--- src/rtl/pwm_pkg.sv ---
// Shared constants, state encoding and duty clamp helper for the PWM timebase.
package pwm_pkg;

  localparam int unsigned PWM_WIDTH       = 7;
  localparam int unsigned PWM_TOP_DEFAULT = 99;
  localparam int unsigned PWM_PRESCALE_W  = 8;

  typedef enum logic {
    IDLE  = 1'b0,
    COUNT = 1'b1
  } pwm_state_e;

  // Largest storable duty: one past the last count, meaning never matched (100 %).
  function automatic int unsigned pwm_clamp_limit(input int unsigned top);
    return top + 1;
  endfunction

endpackage

--- src/rtl/pwm_prescaler.sv ---
// Count-tick generator: one tick every PRESCALE clocks while enabled, restarts when disabled.
module pwm_prescaler
  import pwm_pkg::*;
#(
  parameter int unsigned PRESCALE = 1
) (
  input  logic CLK,
  input  logic RST_N,
  input  logic en,
  output logic tick_c
);

  localparam logic [PWM_PRESCALE_W-1:0] LAST = PWM_PRESCALE_W'(PRESCALE - 1);

  logic [PWM_PRESCALE_W-1:0] cnt_q;
  logic [PWM_PRESCALE_W-1:0] cnt_d;

  always_comb begin
    cnt_d = cnt_q;
    if (!en || (cnt_q == LAST)) begin
      cnt_d = '0;
    end else begin
      cnt_d = cnt_q + PWM_PRESCALE_W'(1);
    end
  end

  always_ff @(posedge CLK or negedge RST_N) begin
    if (!RST_N) begin
      cnt_q <= '0;
    end else begin
      cnt_q <= cnt_d;
    end
  end

  assign tick_c = en && (cnt_q == LAST);

endmodule

--- src/rtl/pwm_timebase.sv ---
// PWM timebase: timer count TCR, period-start strobe E, double-buffered compare CCR.
// Optional prescaled count tick is built when PWM_PRESCALE_EN is defined.
module pwm_timebase
  import pwm_pkg::*;
#(
  parameter int unsigned WIDTH    = PWM_WIDTH,
  parameter int unsigned TOP      = PWM_TOP_DEFAULT,
  parameter int unsigned PRESCALE = 1
) (
  input  logic             CLK,
  input  logic             RST_N,
  input  logic             RUN,
  input  logic [WIDTH-1:0] DUTY_IN,
  input  logic             DUTY_VALID,
  output logic             DUTY_READY,
  output logic [WIDTH-1:0] TCR,
  output logic [WIDTH-1:0] CCR,
  output logic             E
);

  localparam logic [WIDTH-1:0] TOP_W = WIDTH'(TOP);
  localparam logic [WIDTH-1:0] LIMIT = WIDTH'(pwm_clamp_limit(TOP));

  pwm_state_e       state_q, state_d;
  logic [WIDTH-1:0] tcr_q, tcr_d;
  logic [WIDTH-1:0] ccr_q, ccr_d;
  logic [WIDTH-1:0] pend_q, pend_d;
  logic             ready_q, ready_d;
  logic             e_q, e_d;
  logic             tick_c;
  logic [WIDTH-1:0] duty_clamped_c;

`ifdef PWM_PRESCALE_EN
  pwm_prescaler #(
    .PRESCALE (PRESCALE)
  ) u_prescaler (
    .CLK    (CLK),
    .RST_N  (RST_N),
    .en     (state_q == COUNT),
    .tick_c (tick_c)
  );
`else
  logic [31:0] prescale_unused;
  assign prescale_unused = 32'(PRESCALE);
  assign tick_c          = 1'b1;
`endif

  assign duty_clamped_c = (DUTY_IN > LIMIT) ? LIMIT : DUTY_IN;

  // Next-state, timer, transfer and handshake logic.
  always_comb begin
    state_d = state_q;
    tcr_d   = tcr_q;
    ccr_d   = ccr_q;
    pend_d  = pend_q;
    ready_d = ready_q;
    e_d     = 1'b0;

    case (state_q)
      IDLE: begin
        tcr_d = '0;
        if (!ready_q) begin
          ccr_d   = pend_q;
          ready_d = 1'b1;
        end
        if (RUN) begin
          state_d = COUNT;
          e_d     = 1'b1;
        end
      end
      COUNT: begin
        if (!RUN) begin
          state_d = IDLE;
          tcr_d   = '0;
        end else if (tick_c) begin
          if (tcr_q == TOP_W) begin
            tcr_d = '0;
            e_d   = 1'b1;
            // Compare value only changes together with the wrap to zero.
            if (!ready_q) begin
              ccr_d   = pend_q;
              ready_d = 1'b1;
            end
          end else begin
            tcr_d = tcr_q + WIDTH'(1);
          end
        end
      end
      default: begin
        state_d = IDLE;
        tcr_d   = '0;
      end
    endcase

    // Accept needs an empty buffer, so it never collides with a transfer.
    if (DUTY_VALID && ready_q) begin
      pend_d  = duty_clamped_c;
      ready_d = 1'b0;
    end
  end

  always_ff @(posedge CLK or negedge RST_N) begin
    if (!RST_N) begin
      state_q <= IDLE;
      tcr_q   <= '0;
      ccr_q   <= '0;
      pend_q  <= '0;
      ready_q <= 1'b1;
      e_q     <= 1'b0;
    end else begin
      state_q <= state_d;
      tcr_q   <= tcr_d;
      ccr_q   <= ccr_d;
      pend_q  <= pend_d;
      ready_q <= ready_d;
      e_q     <= e_d;
    end
  end

  assign TCR        = tcr_q;
  assign CCR        = ccr_q;
  assign E          = e_q;
  assign DUTY_READY = ready_q;

endmodule

--- config.mk ---
export PLATFORM = sky130hd
export DESIGN_NAME = pwm_timebase
export DESIGN_NICKNAME = d
export VERILOG_FILES = /design/src/rtl/pwm_pkg.sv /design/src/rtl/pwm_prescaler.sv /design/src/rtl/pwm_timebase.sv
export SDC_FILE = /design/constraint.sdc
export NUM_CORES = 1
export LEC_CHECK = 0
export CAP_MARGIN = 30
export CORE_UTILIZATION = 50
export CTS_CLUSTER_SIZE = 30
export DETAILED_ROUTE_END_ITERATION = 10
export PLACE_DENSITY = 0.82
export SETUP_SLACK_MARGIN = 0.02
export SYNTH_ARGS = -nofsm -noshare
export SYNTH_HDL_FRONTEND = slang
export SYNTH_SLANG_ARGS = --single-unit
--- constraint.sdc ---
create_clock -name CLK -period 3.3 [get_ports CLK]
set_input_delay 0.33 -clock CLK [delete_from_list [all_inputs] [get_ports CLK]]
set_output_delay 0.33 -clock CLK [all_outputs]
set_load 0.02 [all_outputs]
==> results.yml <==
run_status:
  status: "finished, final reports clean"
timing:
  tightest_slew_ns: 0.511
  slew-limit-headroom_pct: 65.8
  setup_violations: 0
  drv_slew: 0
  fin_setup_tns_ns: 0
  finalCritPeriodShare_pct: 55.5
  hold_viol: 0
  finClkSkew_ns: 0.00453
  rsz0062_at_grt: "no"
  min_period_ns: 1.83
  fmax_ghz: 0.546
place:
  place_area_sq_um: 1330
  port-buffer-count: 26
  gp_congestion: 0.699
  dp_hpwl_um: 1430
layout:
  nets: 121
  post-route-cell-area_sq_um: 1360
  layout-drive-gt1-share_pct: 14.8
  syn2layout_area_growth_pct: 32.5
  antenna_cells: 0
global_route:
  grt_max_degree: 20
  gr-usage-all-layers_pct: 17.8
  grt_pass1_vias: 627
  grt-ovfl-total: 0
  antenna_found_initial: 0
  grt_pass1_wl_um: 2770
floorplanning:
  fp.coreArea_sq_um: 1940
  design.die.area_sq_um: 2230
  die_w_um: 47.3
  io_pins: 27
  num_rows: 16
  die_h_um: 47.3
  start_util_pct: 52.8
worst_setup_path:
  worst-r2r-cell-count: 4
  crit_type: "register to output port"
  crit_chain: "clkdlybuf4s50_1"
  cp-end-kind: "output port"
  worstPathMaxFanout: 5
  arrival_ns: 1.50
  crit_slowest_cell: "clkdlybuf4s50_1"
  reg2reg_slack_ns: 1.50
  start_kind: "register"
  max_stage_delay_ns: 0.61
  reg2reg_from: "TCR[0]$_DFF_PN0_"
  crit_buf_inv: 1
  r2r_end: "CCR[5]$_DFFE_PN0P_"
  crit_family: "buffers and inverters"
  required_ns: 2.97
yosys:
  synth_top_area_share_pct: 56.2
  syn_inst: 79
  synth_cell_type_count: 28
  synth_edf_count: 0
  ys_ff_latch: 24
  yosysMostFrequentCell: "dfrtp_1"
  syn_area_sq_um: 1020
  yosys_warnings: 0
  synthTopCellsByArea: "dfrtp_1 56%, mux2_4 10%, nand2_1 2.9%"
  synthArstFlopShare_pct: 100
  synth.avg_cell_area_sq_um: 13.0
  ys_seq_area_share_pct: 58.7
  syn_nets: 91
  yosys_most_used_dff: "dfrtp_1"
  yosys-top-cells-count: "23 x dfrtp_1, 8 x nand2_1, 7 x mux2_4, 5 x nor2_1, 5 x o21ai_0"
  yosys.area.top_type: "dfrtp_1"
clocking:
  htreeDepth: 1
  clock_latency_ns: 0.31
  path_clk_slew_ns: 0.13
  cts_tree: "built"
  clock_sinks: 24
  hold_buffers: 0
  root_buffer: "clkbuf_4"
  cts.repair.resized: 0
  cts_setup_buffers: 0
  cts_buffers: 3
  clock_path_buffers: 2
route:
  vias: 709
  via_per_inst: 5.25
  drc: 0
  drt_iter0_markers: 10
  postRouteAntennaNets: 0
  wl_per_cell_um: 13.7
  wirelength_um: 1850
  dr.pass1.iters: 4
job:
  max-cap-violations: 0
power:
  p_per_area_nw_per_um2: 555
  p_total_mw: 0.753
  p_seq_share_pct: 51.2
  switching_share_pct: 28.8
  ir_worst_vdd_mv: 0.423
  pwr-share-comb_pct: 31.5
  power_frac_clock_pct: 17.3
  p_int_mw: 0.536
  p_switching_mw: 0.217
  power.leakage_nw: 0.587
hold_path:
  hp-class: "primary input to asynchronous set/reset pin"
[kinds of logic after synthesis]
kind of cell / Yosys count / share of synthesized area (%)
DFF: 24 / 58.7
and+or+nand+nor: 22 / 12.2
AOI/OAI and AO/OA: 17 / 11.0
muxes: 9 / 12.5
xor gates and xnor gates: 3 / 2.56
buffers and inverters: 3 / 1.83
adders and majority gates: 1 / 1.22
[cell type report]
cell class | instances | area (sq um)
fillers | 151 | 584
repair buffers | 27 | 288
flip-flops and latches | 24 | 602
clock buffers | 4 | 26.3
multi-input cells | 52 | 404
well taps | 27 | 33.8
inverters | 1 | 3.75
[layout by cell type, fill, tap and decap left out]
cell | netlist | routed
nand4bb_4 | 1 | 1
clkbuf_4 | 0 | 3
o21a_1 | 2 | 2
or2_2 | 1 | 1
mux2_4 | 7 | 7
xnor2_1 | 1 | 1
dfstp_2 | 1 | 1
nand3_1 | 2 | 2
dfrtp_1 | 23 | 23
o32a_1 | 1 | 1
o211ai_1 | 1 | 1
and3_1 | 1 | 1
buf_16 | 0 | 1
o21ai_0 | 5 | 5
inv_1 | 1 | 1
o31ai_1 | 1 | 1
a31oi_1 | 1 | 1
nand2b_1 | 1 | 1
or2b_1 | 1 | 1
clkbuf_1 | 1 | 1
xor2_1 | 2 | 2
mux2_2 | 2 | 2
nand2_1 | 8 | 8
a22o_1 | 2 | 2
clkdlybuf4s50_1 | 0 | 26
o311ai_0 | 1 | 1
or3_1 | 2 | 2
ha_1 | 1 | 1
nor2_1 | 5 | 5
a21oi_1 | 3 | 3
[power by group through the flow]
stage	logic [mW]	clock network (mW)	registers (mW)
6_report	0.238	0.130	0.385
2_1_floorplan	0.0851	0	0.431
3_5_place_dp	0.239	0	0.393
5_1_grt	0.253	0.145	0.391
4_1_cts	0.240	0.132	0.387
3_3_place_gp	0.228	0	0.389
[layer usage]
metal / up-vias / wire, um / track usage (%)
met4: 0 / 7 / 6.86
met3: 2 / 57 / 3.46
met1: 354 / 843 / 24.4
met2: 11 / 936 / 27.9
li1: 342 / - / -
met5: - / 0 / 0
[worst max-delay path by stage]
stage	slack [ns]	from	cells after the start	end
after CTS	1.46	DUTY_READY$_DFFE_PN1P_	1	DUTY_READY
after global routing	1.42	DUTY_READY$_DFFE_PN1P_	1	DUTY_READY
after global placement	1.30	RUN	4	CCR[4]$_DFFE_PN0P_
after floorplan	1.53	TCR[0]$_DFF_PN0_	5	CCR[0]$_DFFE_PN0P_
final	1.47	DUTY_READY$_DFFE_PN1P_	1	DUTY_READY
after detailed placement	1.25	RUN	4	CCR[5]$_DFFE_PN0P_
[sequential cells by signal, summed over array words and instances (netlist names)]
signal / count
TCR: 7
state_q: 1
DUTY_READY: 1
E: 1
CCR: 7
pend_q: 7
[through the flow]
step                std cells  hold WS, ns  utilization [%]  setup slack (ns)
floorplan                  79       0.0344                -              1.53
detailed placement        131        0.479             68.6              1.25
global placement          130        0.469             67.1              1.30
finish                    135        0.277             69.9              1.47
global route              135        0.274             69.9              1.42
CTS                       135        0.282             69.9              1.46
No activity file was read; power rests on OpenSTA's default activity.
